--- config.mk ---
export PLATFORM = sky130hd
export DESIGN_NAME = atomic_counter
export DESIGN_NICKNAME = d
export VERILOG_FILES = /design/src/rtl/atomic_counter_pkg.sv /design/src/rtl/event_counter.sv /design/src/rtl/atomic_counter.sv
export SDC_FILE = /design/constraint.sdc
export NUM_CORES = 1
export LEC_CHECK = 0
export BUFFER_PORTS_ARGS = -buffer_cell sky130_fd_sc_hd__buf_4
export CAP_MARGIN = 20
export CELL_PAD_IN_SITES_DETAIL_PLACEMENT = 2
export CELL_PAD_IN_SITES_GLOBAL_PLACEMENT = 2
export CORE_UTILIZATION = 38
export CTS_BUF_LIST = sky130_fd_sc_hd__clkbuf_16
export CTS_CLUSTER_SIZE = 8
export DETAILED_ROUTE_END_ITERATION = 10
export PLACE_DENSITY = 0.84
export SYNTH_ARGS = -nofsm -noshare
export SYNTH_HDL_FRONTEND = slang
export SYNTH_HIERARCHICAL = 1
export SYNTH_SLANG_ARGS = --single-unit
--- constraint.sdc ---
create_clock -name clk -period 2.07 [get_ports clk]
set_input_delay 0.414 -clock clk [delete_from_list [all_inputs] [get_ports clk]]
set_output_delay 0.414 -clock clk [all_outputs]
set_load 0.01 [all_outputs]
--- src/rtl/atomic_counter_pkg.sv ---
// Shared constants for the atomic 2-word event counter.
// The counter is read over a half-width bus, so the counter is exactly two bus words wide.
package atomic_counter_pkg;

   localparam int CNT_W_DEF  = 64;
   localparam int DATA_W_DEF = 32;

   // Read kinds, decoded from atomic_i while req_i=1.
   typedef enum logic {
      RD_HI_SNAP = 1'b0,
      RD_LO_ATOM = 1'b1
   } rd_kind_e;

endpackage

--- src/rtl/event_counter.sv ---
// Free-running wrap-around event counter with increment enable.
// The counter clears asynchronously on reset.
module event_counter #(
   parameter int W = 64
) (
   input  logic         clk,
   input  logic         reset,
   input  logic         inc_en,
   output logic [W-1:0] cnt
);

   // Wraps from all-ones to zero by natural overflow.
   always_ff @(posedge clk or posedge reset) begin
      if (reset)       cnt <= '0;
      else if (inc_en) cnt <= cnt + 1'b1;
   end

endmodule

--- src/rtl/atomic_counter.sv ---
// Event counter read as two DATA_W halves. An atomic read returns the low half
// and freezes the high half in a snapshot, which a later plain read returns.
module atomic_counter
   import atomic_counter_pkg::*;
#(
   parameter int CNT_W  = CNT_W_DEF,
   parameter int DATA_W = DATA_W_DEF
) (
   input  logic              clk,
   input  logic              reset,
   input  logic              trig_i,
   input  logic              req_i,
   input  logic              atomic_i,
   output logic              ack_o,
   output logic [DATA_W-1:0] count_o
);

   logic [CNT_W-1:0]  cnt;
   logic [DATA_W-1:0] snap_q;
   logic [DATA_W-1:0] rd_d;
   rd_kind_e          rd_kind;

   event_counter #(.W(CNT_W)) u_cnt (
      .clk    (clk),
      .reset  (reset),
      .inc_en (trig_i),
      .cnt    (cnt)
   );

   assign rd_kind = rd_kind_e'(atomic_i);

   // Read data is taken from the pre-increment counter, so trig_i never stalls.
   always_comb begin
      rd_d = '0;
      if (req_i) begin
         if (rd_kind == RD_LO_ATOM) rd_d = cnt[DATA_W-1:0];
         else                       rd_d = snap_q;
      end
   end

   // count_o is forced to zero in any cycle without an acknowledge.
   always_ff @(posedge clk or posedge reset) begin
      if (reset) begin
         snap_q  <= '0;
         ack_o   <= 1'b0;
         count_o <= '0;
      end else begin
         ack_o   <= req_i;
         count_o <= rd_d;
         if (req_i && rd_kind == RD_LO_ATOM)
            snap_q <= cnt[CNT_W-1:DATA_W];
      end
   end

endmodule

# Word level (Yosys, flattened, before mapping)
# Index checks and enable logic that the tools add are counted.
word_totals:
  reg_bits: 129
  latchBits: 0
  ramBits: 0
  romBits: 0
  output_inout_bits: 33
  wordCells: 8
  mem_count: 0
classes:
  add_sub_neg: 1
  n_mul: 0
  div: 0
  magnitude_cmp: 0
  eq_ne: 0
  n_shift: 0
  n_mux: 2
  bitwise_logic: 0
  reduce_logical: 1
ops:
  columns: ["cell", "count"]
  rows:
  - ["$add A64 B1 Y64 const B", 1]
  - ["$mux W32", 2]
  - ["$logic_and A1 B1 Y1", 1]

# Longest topological paths before layout
depth:
  ltp_word: 2
  depth_mapped: 7
  ltp_nobuf: 6

# Cells and area by module
# The synthesis kept the hierarchy.
modules_own_cells:
  columns: ["module", "instances", "cells_each", "area_per_inst_um2", "seq_area_each_um2"]
  rows:
  - ["event_counter", 1, 273, 3079.2, 1601.5]
  - ["atomic_counter", 1, 173, 2705.1, 1626.6]

# Worst setup path after synthesis
# OpenSTA, ideal clock, no wires.
synth_path:
  path_kind: "register to register"
  start: "register u_cnt.cnt[3]"
  end: "register u_cnt.cnt[35]"
  setup_time_ns: 0.123
  arrival_ns: 1.635
  t_required_ns: 1.947
  slack_ns: 0.312
  stages_incl_launch_ff: 7
  path_buffers: 1
  path_cell_list: "dfrtp_1 -> nand4_4 -> nor4_4 -> and3_1 -> buf_2 -> nand4_1 -> xnor2_1"
synth_via:
  elab_chain_len: 1
synth_rtl:
  columns: ["item", "line", "text"]
  rows:
  - ["start, declared", "event_counter.sv:9", "output logic [W-1:0] cnt"]
  - ["start signal, assigned", "event_counter.sv:15", "else if (inc_en) cnt <= cnt + 1'b1;"]
  - ["$add A64 B1 Y64", "event_counter.sv:15", null]
# No other way between the ends.
# A chain may end at the register's enable or synchronous reset.

# Final worst setup path
layout_path:
  start: "register u_cnt.cnt[0]"
  end: "register u_cnt.cnt[54]"
# Same word-level chain as after synthesis.

==> impl_metrics.env <==
export IMPL_r2r_start="u_cnt/cnt[0]"
export IMPL_fin_hold_ws_ps=55.90
export IMPL_p_clk_share_pct=47.0
export IMPL_die_w_um=125.4
export IMPL_crit_path_top_delay_cell="dfrtp_1"
export IMPL_max_stage_delay_ps=420
export IMPL_cp_max_fo=7
export IMPL_synth_area_per_cell_um2=12.97
export IMPL_wl_mm=17.66
export IMPL_power_density_nw_per_um2=836.5
export IMPL_synth_distinct_cells=33
export IMPL_drtIter0Drc=207
export IMPL_p_leak_nw=3.471
export IMPL_synth_edf_count=0
export IMPL_synth_largest_area_cell="dfrtp_1"
export IMPL_tightest_slew_ps=602.2
export IMPL_finalCriticalPeriod_ps=2161
export IMPL_vias=3858
export IMPL_cts_max_path_buffers=2
export IMPL_cp_cell_sequence="ha_2 -> nand3_1 -> nor3_4 -> nand4_4 -> nor4_4 -> xor2_1"
export IMPL_cts_max_level=4
export IMPL_die_h_um=125.4
export IMPL_swShare_pct=24.01
export IMPL_grt_pass1_wl_mm=26.92
export IMPL_yosys_warnings=6
export IMPL_grt_pass1_vias=4546
export IMPL_grtUsageTotal_pct=23.10
export IMPL_worst_ep_required_time_ps=2410
export IMPL_seqPwrFrac_pct=46.3
export IMPL_r2r_end="u_cnt/cnt[54]"
export IMPL_synth_most_common_cell="dfrtp_1"
export IMPL_synth_area_leaders="dfrtp_1 (56%), mux2_4 (7.8%), xnor2_1 (6.1%), mux2i_1 (5.5%), xor2_1 (3.5%)"
export IMPL_p_total_mw=5.938
export IMPL_synth_seq_cells=129
export IMPL_synth_top_area_share_pct=55.81
export IMPL_drc=0
export IMPL_wl_per_cell_um=24.74
export IMPL_fillerInstances=1391
export IMPL_antenna_found_initial=0
export IMPL_dpl_cell_area_um2=6426
export IMPL_synth_area_um2=5784
export IMPL_syn_nets=452
export IMPL_p_int_mw=4.512
export IMPL_finalWeightedCongestion=0.7754
export IMPL_combPwrFrac_pct=6.7
export IMPL_dp_final_hpwl_mm=10.22
export IMPL_synth_async_sr_flop_share_pct=100.0
export IMPL_nNetsFinal=525
export IMPL_area_delta_synth_final_pct=22.73
export IMPL_r2r_setup_slack_ps=-90
export IMPL_drv_slew=0
export IMPL_synth_flop_cell="dfrtp_1"
export IMPL_io_buffers=37
export IMPL_clock_fmax_mhz=462.7
export IMPL_fp_coreArea_um2=14700
export IMPL_drive_gt1_share_pct=30.75
export IMPL_stdcell_area_um2=7099
export IMPL_cts_buffers=17
export IMPL_dieArea_um2=15720
export IMPL_p_sw_mw=1.426
export IMPL_status="finished, violations left"
export IMPL_clk_pin_slew_ps=60
export IMPL_ir_worst_vdd_uv=686.1
export IMPL_root_buffer="clkbuf_16"
export IMPL_drt_pass1_iter_count=6
export IMPL_end_kind="flip-flop"
export IMPL_place_inst=679
export IMPL_clock_latency_ps=420
export IMPL_skew_ps=10.13
export IMPL_start_util_pct=39.35
export IMPL_worst_slack_ps=-91.25
export IMPL_grt_start_max_net_pins=66
export IMPL_slew_headroom_pct=59.55
export IMPL_yosys_top_cells_count="dfrtp_1 (129), xnor2_1 (40), mux2i_1 (32), nor2b_1 (32), mux2_4 (30)"
export IMPL_ys_seq_area_share_pct=55.81
export IMPL_min_period_over_period_pct=104.4
export IMPL_fp_row_count=44
export IMPL_io_pins=38
export IMPL_path_class="flip-flop to flip-flop"
export IMPL_violations="negative setup slack"
export IMPL_n_antenna_cell=0
export IMPL_arrival_ps=2500
export IMPL_finalSetupViolations=6
export IMPL_maxCapViolations=0
export IMPL_min_path_type="primary input to asynchronous set/reset pin"
export IMPL_hold_viol=0
export IMPL_cts_tree="built"
export IMPL_globalRoute_totalOverflow=0
export IMPL_synth_cells=446
export IMPL_antenna_left=0
export IMPL_clock_sinks=129
export IMPL_finish_utilization_pct=48.30
export IMPL_routed_via_density=5.403
export IMPL_stdcell_count=714
export IMPL_start_kind="flip-flop"
export IMPL_ff2ff_path_depth=6
export IMPL_rsz0062_at_grt="true"
==> layout make-up <==
cell class	count	area (um2)	share of cell area, %
clock buffer	17	425.4	5.992
clock inverter	13	106.4	1.498
inverter	9	33.78	0.4759
multi-input combinational	296	2539	35.76
sequential	129	3232	45.52
tap	184	230.2	3.243
timing repair buffer	66	533.0	7.508
==> cell usage in the layout, fill, tap and decap left out, drive strengths merged, types with 17 or more instances in the layout <==
| cell | Yosys | routed |
|---|---|---|
| dfrtp | 129 | 129 |
| buf | 8 | 66 |
| xnor2 | 40 | 40 |
| mux2 | 33 | 33 |
| mux2i | 32 | 32 |
| nor2b | 32 | 32 |
| nand3 | 31 | 31 |
| nand2 | 27 | 27 |
| xor2 | 23 | 23 |
| nand4 | 21 | 21 |
| nor2 | 18 | 18 |
| clkbuf | 4 | 17 |
==> state kept, by name (all words and copies together), names as in the netlist <==
signal,count
ack_o,1
count_o,32
snap_q,32
u_cnt/cnt,64
==> critical path: cells and delay by family, from the launching register on <==
family,cells,cell delay [ps]
DFF,1,420
xor gates and xnor gates,1,190
adders and majority gates,1,230
and+or+nand+nor,4,1240
==> metal layers <==
layer	vias to the layer above	track usage, %	part of all wire (%)
met4	0	9.684	2.3
met1	2055	27.05	42
met5	-	0	0
met3	28	5.049	3.4
met2	94	40.88	53
li1	1681	-	-
==> power by group through the flow <==
stage / combinational [mW] / sequential, mW / clock [mW]
finish: 0.399 / 2.75 / 2.79
global placement: 0.352 / 2.77 / 0
CTS: 0.380 / 2.75 / 2.83
global route: 0.434 / 2.76 / 2.93
floorplan: 0.243 / 2.76 / 0
detailed placement: 0.377 / 2.79 / 0
==> worst max-delay path by stage <==
stage	startpoint	to	slack [ps]
2_1_floorplan	reset	ack_o	30
3_3_place_gp	trig_i	u_cnt/cnt[31]	120
3_5_place_dp	trig_i	u_cnt/cnt[31]	-70
4_1_cts	u_cnt/cnt[0]	u_cnt/cnt[54]	9
5_1_grt	u_cnt/cnt[0]	u_cnt/cnt[54]	-220
6_report	u_cnt/cnt[0]	u_cnt/cnt[54]	-90
==> metrics by stage <==
step / setup TNS, ps / setup slack, ps
2_1_floorplan: 0 / 29.55
3_3_place_gp: 0 / 120.4
3_5_place_dp: -137.9 / -74.86
4_1_cts: 0 / 8.761
5_1_grt: -2196 / -220.4
6_report: -240.0 / -91.25
==> kinds of logic after synthesis <==
family	synth area share, %
adders and majority gates	0.2163
DFF	55.81
xor gates and xnor gates	9.539
buffers and inverters	2.033
muxes	13.91
and+or+nand+nor	18.49
==> what timing repair did <==
action,CTS,global route
hold buffers,0,0
endpoints found under the setup margin,9,24
resized for setup,3,22
buffers inserted,0,5
pin swaps,1,5
No activity file was read; power rests on OpenSTA's default activity.
